[config.mk]
export PLATFORM = sky130hd
export DESIGN_NAME = hazard_sb
export DESIGN_NICKNAME = d
export VERILOG_FILES = /design/src/rtl/hazard_pkg.sv /design/src/rtl/mdu_tracker.sv /design/src/rtl/hazard_sb.sv
export SDC_FILE = /design/constraint.sdc
export NUM_CORES = 1
export LEC_CHECK = 0
export CORE_ASPECT_RATIO = 1.1
export CORE_MARGIN = 2
export CORE_UTILIZATION = 39
export DETAILED_ROUTE_END_ITERATION = 7
export PLACE_DENSITY_LB_ADDON = 0.12
export SYNTH_ARGS = -nofsm -noshare
export SYNTH_HDL_FRONTEND = slang
export SYNTH_SLANG_ARGS = --single-unit
[constraint.sdc]
create_clock -name clk -period 2.07 [get_ports clk]
set_input_delay 0.3105 -clock clk [delete_from_list [all_inputs] [get_ports clk]]
set_output_delay 0.3105 -clock clk [all_outputs]
set_load 0.02 [all_outputs]
[src/rtl/hazard_pkg.sv]
// Shared definitions for the hazard/scoreboard unit: forward-select codes,
// MDU tracker state type and the tracker counter-width helper.
package hazard_pkg;

  localparam logic [1:0] FWD_RF = 2'b00;
  localparam logic [1:0] FWD_W  = 2'b01;
  localparam logic [1:0] FWD_M  = 2'b10;

  typedef enum logic {
    MDU_IDLE,
    MDU_BUSY
  } mduStateT;

  // Never returns zero, so a latency of 1 still gets a legal 1-bit counter.
  function automatic int cntWidth(input int lat);
    return (lat > 1) ? $clog2(lat) : 1;
  endfunction

endpackage

[src/rtl/mdu_tracker.sv]
// Tracks one in-flight multiply/divide: a down-counter loaded on start that
// raises mdu_done on its last cycle. mdu_cancel aborts the op unconditionally.
module mdu_tracker
  import hazard_pkg::*;
#(
  parameter int MUL_LAT = 2,
  parameter int DIV_LAT = 32
) (
  input  logic clk,
  input  logic resetn,
  input  logic mdu_startE,
  input  logic mdu_divE,
  input  logic mdu_cancel,
  output logic mdu_busy,
  output logic mdu_done
);

  localparam int CW = cntWidth(DIV_LAT);
  localparam logic [CW-1:0] MUL_LOAD = CW'(MUL_LAT - 1);
  localparam logic [CW-1:0] DIV_LOAD = CW'(DIV_LAT - 1);

  mduStateT state;
  mduStateT stateNext;
  logic [CW-1:0] cnt;
  logic [CW-1:0] cntNext;
  logic [CW-1:0] startLoad;

  assign startLoad = mdu_divE ? DIV_LOAD : MUL_LOAD;

  always_ff @(posedge clk or negedge resetn) begin
    if (!resetn) begin
      state <= MDU_IDLE;
      cnt   <= '0;
    end else begin
      state <= stateNext;
      cnt   <= cntNext;
    end
  end

  // A start while the counter is still running cannot legally reach us,
  // so it is simply ignored; a start on the final cycle chains a new op.
  always_comb begin
    stateNext = state;
    cntNext   = cnt;
    if (mdu_cancel) begin
      stateNext = MDU_IDLE;
      cntNext   = '0;
    end else begin
      case (state)
        MDU_IDLE: begin
          if (mdu_startE) begin
            stateNext = MDU_BUSY;
            cntNext   = startLoad;
          end
        end
        MDU_BUSY: begin
          if (cnt != '0) begin
            cntNext = cnt - CW'(1);
          end else if (mdu_startE) begin
            cntNext = startLoad;
          end else begin
            stateNext = MDU_IDLE;
          end
        end
        default: begin
          stateNext = MDU_IDLE;
          cntNext   = '0;
        end
      endcase
    end
  end

  always_comb begin
    mdu_busy = (state == MDU_BUSY);
    mdu_done = (state == MDU_BUSY) && (cnt == '0);
  end

endmodule

[src/rtl/hazard_sb.sv]
// Hazard and scoreboard unit for the 5-stage core: forwarding selects, stall/flush
// generation and MDU tracking. Define HAZARD_PERF_CNT_EN to add stall-cause counters.
module hazard_sb
  import hazard_pkg::*;
#(
  parameter int REG_AW  = 5,
  parameter int MUL_LAT = 2,
  parameter int DIV_LAT = 32
) (
  input  logic              clk,
  input  logic              resetn,
  input  logic [REG_AW-1:0] rsD,
  input  logic [REG_AW-1:0] rtD,
  input  logic              branchD,
  input  logic              jrD,
  input  logic              hiloreadD,
  input  logic              mduopD,
  input  logic [REG_AW-1:0] rsE,
  input  logic [REG_AW-1:0] rtE,
  input  logic [REG_AW-1:0] writeregE,
  input  logic              regwriteE,
  input  logic              memtoregE,
  input  logic              mdu_startE,
  input  logic              mdu_divE,
  input  logic [REG_AW-1:0] writeregM,
  input  logic              regwriteM,
  input  logic              memtoregM,
  input  logic [REG_AW-1:0] writeregW,
  input  logic              regwriteW,
  input  logic              mdu_cancel,
  output logic              stallF,
  output logic              stallD,
  output logic              flushE,
  output logic [1:0]        forwardaD,
  output logic [1:0]        forwardbD,
  output logic [1:0]        forwardaE,
  output logic [1:0]        forwardbE,
  output logic              mdu_busy,
  output logic              mdu_done
`ifdef HAZARD_PERF_CNT_EN
  ,
  output logic [31:0]       perf_lw,
  output logic [31:0]       perf_br,
  output logic [31:0]       perf_mdu
`endif
);

  logic lwStall;
  logic brStall;
  logic mduStall;
  logic matchE;
  logic matchM;

  // M wins over W because it holds the younger write; $0 is never forwarded.
  function automatic logic [1:0] fwdSel(
    input logic [REG_AW-1:0] src,
    input logic [REG_AW-1:0] wrM,
    input logic              rwM,
    input logic [REG_AW-1:0] wrW,
    input logic              rwW
  );
    if (src != '0 && rwM && wrM == src) return FWD_M;
    if (src != '0 && rwW && wrW == src) return FWD_W;
    return FWD_RF;
  endfunction

  always_comb begin
    forwardaD = fwdSel(rsD, writeregM, regwriteM, writeregW, regwriteW);
    forwardbD = fwdSel(rtD, writeregM, regwriteM, writeregW, regwriteW);
    forwardaE = fwdSel(rsE, writeregM, regwriteM, writeregW, regwriteW);
    forwardbE = fwdSel(rtE, writeregM, regwriteM, writeregW, regwriteW);
  end

  mdu_tracker #(
    .MUL_LAT(MUL_LAT),
    .DIV_LAT(DIV_LAT)
  ) uTracker (
    .clk       (clk),
    .resetn    (resetn),
    .mdu_startE(mdu_startE),
    .mdu_divE  (mdu_divE),
    .mdu_cancel(mdu_cancel),
    .mdu_busy  (mdu_busy),
    .mdu_done  (mdu_done)
  );

  // The branch comparator sits in D, so an ALU result in E or a load in M
  // is not yet available to it.
  always_comb begin
    matchE   = (writeregE != '0) && (writeregE == rsD || writeregE == rtD);
    matchM   = (writeregM != '0) && (writeregM == rsD || writeregM == rtD);
    lwStall  = memtoregE && matchE;
    brStall  = (branchD || jrD) && ((regwriteE && matchE) || (memtoregM && matchM));
    mduStall = (hiloreadD || mduopD) && mdu_busy && !mdu_done;
    stallD   = lwStall || brStall || mduStall;
    stallF   = stallD;
    flushE   = stallD;
  end

`ifdef HAZARD_PERF_CNT_EN
  // Each stall cycle is charged to exactly one cause, load-use first.
  always_ff @(posedge clk or negedge resetn) begin
    if (!resetn) begin
      perf_lw  <= '0;
      perf_br  <= '0;
      perf_mdu <= '0;
    end else begin
      if (lwStall) perf_lw <= perf_lw + 32'd1;
      if (brStall && !lwStall) perf_br <= perf_br + 32'd1;
      if (mduStall && !lwStall && !brStall) perf_mdu <= perf_mdu + 32'd1;
    end
  end
`endif

endmodule

==> metrics <==
grt total ovfl 0; post-synthesis sequential area ratio between 10% and 20%; vias post-DR about 1400; CP max stage delay roughly 0.54 ns; Clk pwr share 16.1%; Setup-failing EPs final 0; final instance area between 2000 and 2500 µm²; CTS hold repair buffers 0; setup ws final roughly 0.047 ns; Placed Area ~2100 µm²; CTS tree built; final core utilization ~77%; core area around 2800 µm²; CTS Buffer Depth 2; commonest cells after routing, fill and taps aside buf_4, xnor2_1, dlygate4sd2_1; I/O pin count 62; vias in the first global route 1499; Max-cap violations 0; CP Capture Type output port; Max H-tree Level 1; Initial DRC Count 39; Pint ~0.43 mW; VDD IR max about 0.25 mV; CP delay by family, top simple AND/OR/NAND/NOR gates; Reg clk slew, reported paths ~0.05 ns; synth warn 0; final wirelength between 4 and 5 mm; via density per instance slightly above 5; Area contributors post-synth xnor2_1, dfrtp_1, xor2_1, nor4_2, nand2_1; worst-path maximum fanout 2; period utilization slightly below 100%; Yosys top cell area share ~28%; run status finished, final reports clean; Critical Path Source Type primary input; GRT Total Usage 25.3%; CP max stage cell or4_4; leakage power 0.927 nW; diode count 0; row count 20; Num CTS Buffers 3; number of routed nets with antenna violations 0; Switch Pwr 0.256 mW; RSZ-0062 raised after global routing false; Area Growth Syn to Fin 89.1%; switching share of power 37.2%; Synth area leader xnor2_1; Nets 297; share of cells above drive strength 1 ~37%; Post-Syn Area 1120 µm²; cells after synthesis 139; Final min period 2.02 ns; Cell Pwr Density around 330 nW/µm²; DRC viols 0; Chip Width 55.2 µm; combinational share of power between 60% and 70%; Seq cells post-synth 6; Data required, critical path 1.76 ns; initial antenna violation count 0; Post-Syn Area per Cell ~8 µm²; Power Total just under 0.7 mW; wire per inst 14.7 µm; Min-Delay Path Class in2async; root buf cell clkbuf_4; worst path bufs/invs 3; First-pass DRT Iterations 4; Initial Util about two fifths; post-place setup slack -0.661 ns; largest net degree at the start of global routing 8; CP Cell Sequence buf_2, or4_4, nor2_4, nor4_4, buf_4, nor4_2, buf_2; Top cell by count, worst path buf_2; actual slew at the worst max-slew pin between 0.3 and 0.4 ns; routability cong. 0.873; Slew HR between 70% and 80%; syn nets about 190; Clock Skew between 0.003 and 0.004 ns; Synth cell types 35; leading cell type in the layout, fill and taps excluded buf_4; sequential power share roughly 20%; clk_lat worst skew 0.25 ns; I/O Buffers 61; Slew Limit Fails 0; hpwl dp 3.36 mm; Die H roughly 60 µm; die area approximately 3300 µm²; Worst Path Arrival between 1.5 and 2 ns; clk sink count 6; critical path class in2out; Fin. Hold Viols 0; Achievable Freq 0.494 GHz; first-pass GRT wire length between 6 and 7 mm
[worst paths after layout]
path / from / end / slack (ns) / depth (start not counted)
max: rsE[4] / forwardaE[0] / 0.05 / 7
min: resetn / uTracker.cnt[0] / 0.32 / 1
max reg2reg: uTracker.cnt[0] / uTracker.cnt[2] / 0.31 / 8
min reg2reg: uTracker.cnt[0] / uTracker.cnt[0] / 0.58 / 2
max in group asynchronous: resetn / uTracker.cnt[2] / 1.51 / 1
min in group clk: uTracker.cnt[0] / uTracker.cnt[0] / 0.58 / 2
[cell usage after synthesis]
library cell / number
and2_1: 1
o21a_1: 1
nand2_1: 10
o22ai_1: 1
xor2_1: 13
nand2b_1: 2
nand4_1: 5
nand3_1: 4
o31ai_1: 1
nor2_1: 9
buf_6: 2
buf_2: 1
a21oi_1: 4
dfrtp_1: 6
nor2b_1: 2
a2111oi_0: 1
nor4_2: 4
o21bai_1: 1
a211oi_1: 2
nor2_4: 2
or4_4: 2
xnor2_1: 36
nor4b_2: 1
or2_1: 1
or4_1: 5
o21ai_0: 2
clkbuf_1: 4
ha_1: 1
o221ai_1: 2
a311oi_1: 2
o211ai_1: 1
buf_4: 2
inv_1: 3
and4_1: 1
nor3_1: 4
[cell families after synthesis]
| family | Yosys count | synth area share (%) |
|---|---|---|
| DFF | 6 | 13.4 |
| buffers and inverters | 12 | 6.13 |
| xor gates and xnor gates | 49 | 38.2 |
| adders and majority gates | 1 | 1.11 |
| AOI/OAI and AO/OA | 18 | 11.2 |
| and+or+nand+nor | 53 | 30.0 |
[flip-flops by register name, summed over array words and instances, names as in the netlist]
signal             cells
uTracker.mdu_busy      1
uTracker.cnt           5
[area by class of cell]
| cell class | count | area, µm² |
|---|---|---|
| inverters | 3 | 11.3 |
| well taps | 33 | 41.3 |
| clock buffers | 3 | 22.5 |
| multi-input cells | 121 | 991 |
| repair buffers | 112 | 906 |
| flip-flops and latches | 6 | 150 |
| fillers | 226 | 631 |
[layer usage]
layer  share of wire, %  global-route usage, %  vias to the layer above
met5                  0                      0                        -
met3                6.9                   6.50                        4
li1                   -                      -                      698
met2                 55                   48.5                       55
met1                 37                   27.3                      648
met4                1.1                   3.83                        0
[power by group through the flow]
stage	Sequential (mW)	Clock [mW]	Combinational (mW)
3_3_place_gp	0.141	0	0.424
5_1_grt	0.143	0.119	0.472
3_5_place_dp	0.142	0	0.439
6_report	0.142	0.111	0.436
4_1_cts	0.140	0.114	0.424
2_1_floorplan	0.144	0	0.190
[worst reg2reg max path: cells and delay by family (launching register included)]
kind	cells	cell delay, ns
and+or+nand+nor	3	0.58
adders and majority gates	1	0.20
DFF	1	0.37
buffers and inverters	2	0.24
AOI/OAI and AO/OA	2	0.23
[per-stage QoR]
stage,setup TNS [ns],std cells,hold slack (ns)
floorplan,0,139,0.0149
global placement,-5.78,273,0.538
detailed placement,-6.33,273,0.554
CTS,0,277,0.328
global route,0,278,0.337
finish,0,278,0.320
[what timing repair did]
item | CTS | global route
endpoints found under the setup margin | 12 | 10
resized for setup | 107 | 10
pin swaps | 15 | 7
setup buffers | 2 | 1
Power figures use the tool's default switching activity.
